`src/rtl/led_arbiter.sv`:
```
// Round-robin arbiter that grants one requester at a time the green LED bank.
// Tenure is capped at HOLD_CYCLES while others wait; a one-cycle gap follows every release.
module led_arbiter #(
    parameter int NREQ        = 4,
    parameter int HOLD_CYCLES = 12_000_000,
    parameter int TW          = 24
) (
    input  logic              clk,
    input  logic              reset,
    input  logic [NREQ-1:0]   i_req,
    input  logic [NREQ-1:0]   i_rel,
    input  logic [5*NREQ-1:0] i_pat,
    output logic [NREQ-1:0]   o_gnt,
    output logic [4:0]        o_gleds,
    output logic              o_rled,
    output logic              o_busy
);

    localparam int IW = (NREQ > 1) ? $clog2(NREQ) : 1;
    localparam logic [TW-1:0] HOLD_LAST = TW'(HOLD_CYCLES - 1);
    localparam logic [IW-1:0] LAST_IDX  = IW'(NREQ - 1);

    typedef enum logic [1:0] {
        StIdle,
        StOwned,
        StGap
    } state_e;

    state_e          r_state, w_state_next;
    logic [IW-1:0]   r_owner, w_owner_next;
    logic [IW-1:0]   r_ptr, w_ptr_next;
    logic [TW-1:0]   r_timer, w_timer_next;
    logic [NREQ-1:0] r_gnt, w_gnt_next;
    logic [4:0]      r_gleds, w_gleds_next;
    logic            r_rled, w_rled_next;
    logic            r_busy, w_busy_next;

    logic            w_win_found;
    logic [IW-1:0]   w_win_idx;
    logic [NREQ-1:0] w_win_onehot;
    logic [4:0]      w_owner_pat;
    logic            w_timer_sat;
    logic            w_others_waiting;
    logic            w_exit;
    logic [IW-1:0]   w_owner_inc;

    // First requester at or above r_ptr, wrapping around.
    always_comb begin
        int v_idx;
        w_win_found = 1'b0;
        w_win_idx   = '0;
        v_idx       = 0;
        for (int k = 0; k < NREQ; k++) begin
            v_idx = int'(r_ptr) + k;
            if (v_idx >= NREQ) begin
                v_idx = v_idx - NREQ;
            end
            if (!w_win_found && i_req[v_idx]) begin
                w_win_found = 1'b1;
                w_win_idx   = IW'(v_idx);
            end
        end
    end

    assign w_win_onehot     = NREQ'(1) << w_win_idx;
    assign w_owner_pat      = i_pat[int'(r_owner)*5 +: 5];
    assign w_timer_sat      = (r_timer == HOLD_LAST);
    // r_gnt is the owner's one-hot while OWNED, so masking it leaves the waiters.
    assign w_others_waiting = |(i_req & ~r_gnt);
    assign w_exit           = i_rel[r_owner] | ~i_req[r_owner]
                            | (w_timer_sat & w_others_waiting);
    assign w_owner_inc      = (r_owner == LAST_IDX) ? '0 : r_owner + 1'b1;

    always_comb begin
        w_state_next = r_state;
        w_owner_next = r_owner;
        w_ptr_next   = r_ptr;
        w_timer_next = r_timer;
        w_gnt_next   = r_gnt;
        w_gleds_next = r_gleds;

        unique case (r_state)
            StIdle: begin
                w_gnt_next   = '0;
                w_gleds_next = '0;
                if (w_win_found) begin
                    w_state_next = StOwned;
                    w_owner_next = w_win_idx;
                    w_gnt_next   = w_win_onehot;
                    w_timer_next = '0;
                end
            end
            StOwned: begin
                if (w_exit) begin
                    w_state_next = StGap;
                    w_gnt_next   = '0;
                    w_gleds_next = '0;
                    w_ptr_next   = w_owner_inc;
                end else begin
                    w_gleds_next = w_owner_pat;
                    if (!w_timer_sat) begin
                        w_timer_next = r_timer + 1'b1;
                    end
                end
            end
            StGap: begin
                w_state_next = StIdle;
                w_gnt_next   = '0;
                w_gleds_next = '0;
            end
            default: begin
                w_state_next = StIdle;
                w_gnt_next   = '0;
                w_gleds_next = '0;
            end
        endcase

        w_rled_next = |(i_req & ~w_gnt_next);
        w_busy_next = (w_state_next != StIdle);
    end

    always_ff @(posedge clk) begin
        if (reset) begin
            r_state <= StIdle;
            r_owner <= '0;
            r_ptr   <= '0;
            r_timer <= '0;
            r_gnt   <= '0;
            r_gleds <= '0;
            r_rled  <= 1'b0;
            r_busy  <= 1'b0;
        end else begin
            r_state <= w_state_next;
            r_owner <= w_owner_next;
            r_ptr   <= w_ptr_next;
            r_timer <= w_timer_next;
            r_gnt   <= w_gnt_next;
            r_gleds <= w_gleds_next;
            r_rled  <= w_rled_next;
            r_busy  <= w_busy_next;
        end
    end

    assign o_gnt   = r_gnt;
    assign o_gleds = r_gleds;
    assign o_rled  = r_rled;
    assign o_busy  = r_busy;

endmodule

```
`config.mk`:
```
export PLATFORM = sky130hd
export DESIGN_NAME = led_arbiter
export DESIGN_NICKNAME = d
export VERILOG_FILES = /design/src/rtl/led_arbiter.sv
export SDC_FILE = /design/constraint.sdc
export NUM_CORES = 1
export LEC_CHECK = 0
export CAP_MARGIN = 25
export CORE_MARGIN = 2
export CORE_UTILIZATION = 35
export CTS_BUF_LIST = sky130_fd_sc_hd__clkbuf_2 sky130_fd_sc_hd__clkbuf_4 sky130_fd_sc_hd__clkbuf_8
export CTS_CLUSTER_DIAMETER = 100
export DETAILED_ROUTE_END_ITERATION = 6
export PLACE_DENSITY_LB_ADDON = 0.1
export REMOVE_ABC_BUFFERS = 1
export SYNTH_ARGS = -nofsm -noshare
export SYNTH_HDL_FRONTEND = slang
export SYNTH_SLANG_ARGS = --single-unit
```
`constraint.sdc`:
```
create_clock -name clk -period 5.9 [get_ports clk]
set_input_delay 1.18 -clock clk [delete_from_list [all_inputs] [get_ports clk]]
set_output_delay 1.18 -clock clk [all_outputs]
set_load 0.01 [all_outputs]
```
==> flow_summary.ini <==
[logic_synthesis]
post_synth_main_area_contributors = sky130_fd_sc_hd__dfxtp_1 (38%), sky130_fd_sc_hd__a21oi_1 (7.0%), sky130_fd_sc_hd__mux4_2 (6.3%)
largest_family_of_logic_cells_by_synthesized_area = simple AND/OR/NAND/NOR gates
yosysTopAreaCell = sky130_fd_sc_hd__dfxtp_1
yosysSeqAreaShare_pct = 38.25
synth-adder-area-share_pct = 1.166
synth_ff_type = sky130_fd_sc_hd__dfxtp_1
yosys.cell_count.top_type = sky130_fd_sc_hd__dfxtp_1
async_flop_share_pct = 0
synth_compound_area_share_pct = 17.43
netlist_instances = 245
netlist_area_mm2 = 0.002146
synth_xor_area_share_pct = 0.8163
synth.mux.area_fraction_pct = 7.697
synth_edf_count = 0
yosys_register_bits = 41
synth_cell_type_count = 46
syn_area_per_cell_um2 = 8.758
synth_top_area_share_pct = 38.25
synthSimpleGateAreaFrac_pct = 29.62
synthesis.yosys.warnings = 0
synth_common_cells = sky130_fd_sc_hd__dfxtp_1 (41), sky130_fd_sc_hd__a21oi_1 (30), sky130_fd_sc_hd__nand2_1 (18)

[cts]
insertion_delay_ps = 300
clockRootBuffer = sky130_fd_sc_hd__clkbuf_8
h-tree-depth = 2
worst_setup_hold_path_clk_slew_ps = 80
numCtsBuffers = 5
cts_buffer_depth = 2
clock_tree_from_tritoncts = yes
cts-hold-fix-buffers = 0
clock-sinks = 41
post_cts_resize_count = 0
post_cts_buffers = 0

[flow_run]
count_of_maximum_capacitance_violations = 0

[worst_setup_path]
path_class = in -> reg
path_max_fanout = 42
crit_path_top_delay_cell = sky130_fd_sc_hd__clkdlybuf4s50_1
launch_point_of_the_critical_path = i_req[0]
worstReg2RegStart = r_owner[1]
timing.critical_path.slowest_cell_delay_ps = 590
element_type_at_the_critical_path_start = input port
worst_ep_arrival_time_ps = 3570
cp.required_ps = 6120
end_kind = flop
crit_chain = clkdlybuf4s50_1, nand2b_1, mux4_2, nor2_4, a21oi_2, buf_4, or4_1, a21oi_1

[timing]
max-slew-margin-rel_pct = 43.34
min_period_over_period_pct = 56.78
tightest_slew_ps = 849.8
period_minus_slack_ps = 3350
finalClockSkew_ps = 8.819
final_max_slew_viol_count = 0
final_hold_violation_count = 0
finalSetupTns_ps = 0
grt_setup_unrepaired = false
max_clock_freq_mhz = 298.5
setup_viol = 0

[floorplanning]
die_w_um = 82.30
floorplan.core_area_mm2 = 0.005921
design.portCount = 41
initial_utilization_pct = 36.24
die-area_mm2 = 0.006773
die_y_um = 82.30
number_of_rows_created_at_floorplan = 28

[place]
routabilityCongestion = 0.8413
placed_area_mm2 = 0.002577
post-place-cells = 349
placement.io_buffers = 40
detailedPlacementHpwl_um = 3750

[power]
seq_power_share_pct = 49.1
internal_power_mw = 0.4424
power_switching_share_pct = 26.52
power.total_mw = 0.6021
power_frac_comb_pct = 17.4
part_of_the_power_in_the_clock_network_pct = 33.6
p_leak_nw = 0.8553
power_dissipated_by_switching_net_loads_mw = 0.1597
power.ir.vdd_worst_uv = 108.8
p_per_area_mw_per_mm2 = 224.8

[final_layout]
final_layout_size_suffix_gt1_share_pct = 6.738
flow.area_growth_from_synthesis_pct = 24.84
final_area_mm2 = 0.002679
num-fill-cells = 609
n_antenna_cell = 0
final_cell_count_no_fill = 357
final_nets = 313
multiInputGateArea_mm2 = 0.001217
seq_area_um2 = 820.8

[drt]
drc_errors = 5
ant_nets = 0
drt-pass1-iter-count = 7
drt_wl_total_um = 5207
route.detailed.vias_per_inst = 5.490
vias = 1960
initialDrtViolationCount = 146
avgRoutedWirePerCell_um = 14.59

[global_routing]
globalRoute.totalOverflow = 0
pin_count_of_the_biggest_net_entering_global_routing = 43
grt_util_all_layers_pct = 16.32
grt_first_pass_wirelength_um = 8521
grt_pass1_vias = 1835
grt_antenna_before_repair = 0

[outcome]
result_of_the_run = finished with violations
violations = design-rule violations

[worst_hold_path]
timing.hold.worst.class = reg -> reg
timing.hold.worst.start = r_timer[1]
[layout by cell type, fill, tap and decap left out, types with 2 or more instances in the layout]
cell,count
sky130_fd_sc_hd__dfxtp_1,41
sky130_fd_sc_hd__clkdlybuf4s50_1,40
sky130_fd_sc_hd__a21oi_1,30
sky130_fd_sc_hd__nand2_1,18
sky130_fd_sc_hd__nand3_1,17
sky130_fd_sc_hd__or4_1,14
sky130_fd_sc_hd__o31ai_1,12
sky130_fd_sc_hd__inv_1,10
sky130_fd_sc_hd__or3_1,9
sky130_fd_sc_hd__and3_1,8
sky130_fd_sc_hd__nor2_1,8
sky130_fd_sc_hd__clkbuf_8,7
sky130_fd_sc_hd__nand2b_1,6
sky130_fd_sc_hd__mux4_2,6
sky130_fd_sc_hd__o21ai_1,6
sky130_fd_sc_hd__nand4_1,5
sky130_fd_sc_hd__nor3b_1,5
sky130_fd_sc_hd__o21ai_0,3
sky130_fd_sc_hd__mux2i_1,3
sky130_fd_sc_hd__nor3_1,3
sky130_fd_sc_hd__o22ai_1,2
sky130_fd_sc_hd__nor4_1,2
sky130_fd_sc_hd__and2_1,2
sky130_fd_sc_hd__and4_1,2
sky130_fd_sc_hd__o21a_1,2
sky130_fd_sc_hd__ha_1,2
[final timing paths]
kind                 end  slack (ps)  depth (start not counted)
min reg2reg   r_timer[1]         490                          2
max reg2reg  r_timer[11]        3450                          6
max          r_timer[11]        2550                          8
min           r_timer[1]         490                          2
[power by group through the flow]
stage | clock network, mW | registers (mW) | logic (mW)
finish | 0.202 | 0.295 | 0.104
global route | 0.220 | 0.297 | 0.115
CTS | 0.209 | 0.296 | 0.105
detailed placement | 0 | 0.302 | 0.105
global placement | 0 | 0.302 | 0.104
floorplan | 0 | 0.302 | 0.0550
[per-stage QoR]
stage / setup WS [ps] / hold WS [ps] / util, %
finish: 2550 / 485.7 / 45.25
floorplan: 2914 / 447.1 / -
global placement: 2305 / 467.2 / 43.53
global route: 2418 / 515.5 / 45.25
CTS: 2561 / 492.0 / 45.25
detailed placement: 2253 / 469.8 / 43.53
[sequential cells by signal, summed over array words and instances (netlist names)]
signal,cells
o_gleds,5
o_busy,1
r_timer,24
r_state,2
r_owner,2
o_rled,1
o_gnt,4
r_ptr,2
[area by class of cell]
type / count / share of cell area, %
tap: 75 / 3.503
inverter: 10 / 1.401
sequential: 41 / 30.64
clock buffer: 7 / 3.596
clock inverter: 1 / 0.1868
multi-input combinational: 182 / 45.45
timing repair buffer: 41 / 15.23
[critical path, delay by kind of cell]
kind / cells / cell delay [ps]
buf+inv: 2 / 850
compound gates: 2 / 230
mux: 1 / 510
simple gates: 3 / 790
[kinds of logic after synthesis]
logic type,after synthesis
AND/OR/NAND/NOR,107
adder cells (fa/ha/maj),2
AO/OA/AOI/OAI,62
flip-flops,41
multiplexers,9
buffers and inverters,22
XOR/XNOR,2
[layer usage]
| layer | up-vias | GRT usage [%] | part of all wire (%) |
|---|---|---|---|
| met1 | 913 | 20.33 | 46 |
| met5 | - | 0 | 0 |
| met4 | 0 | 6.833 | 2.3 |
| li1 | 998 | - | - |
| met3 | 10 | 3.478 | 3.1 |
| met2 | 39 | 27.18 | 49 |
Power figures use the tool's default switching activity.
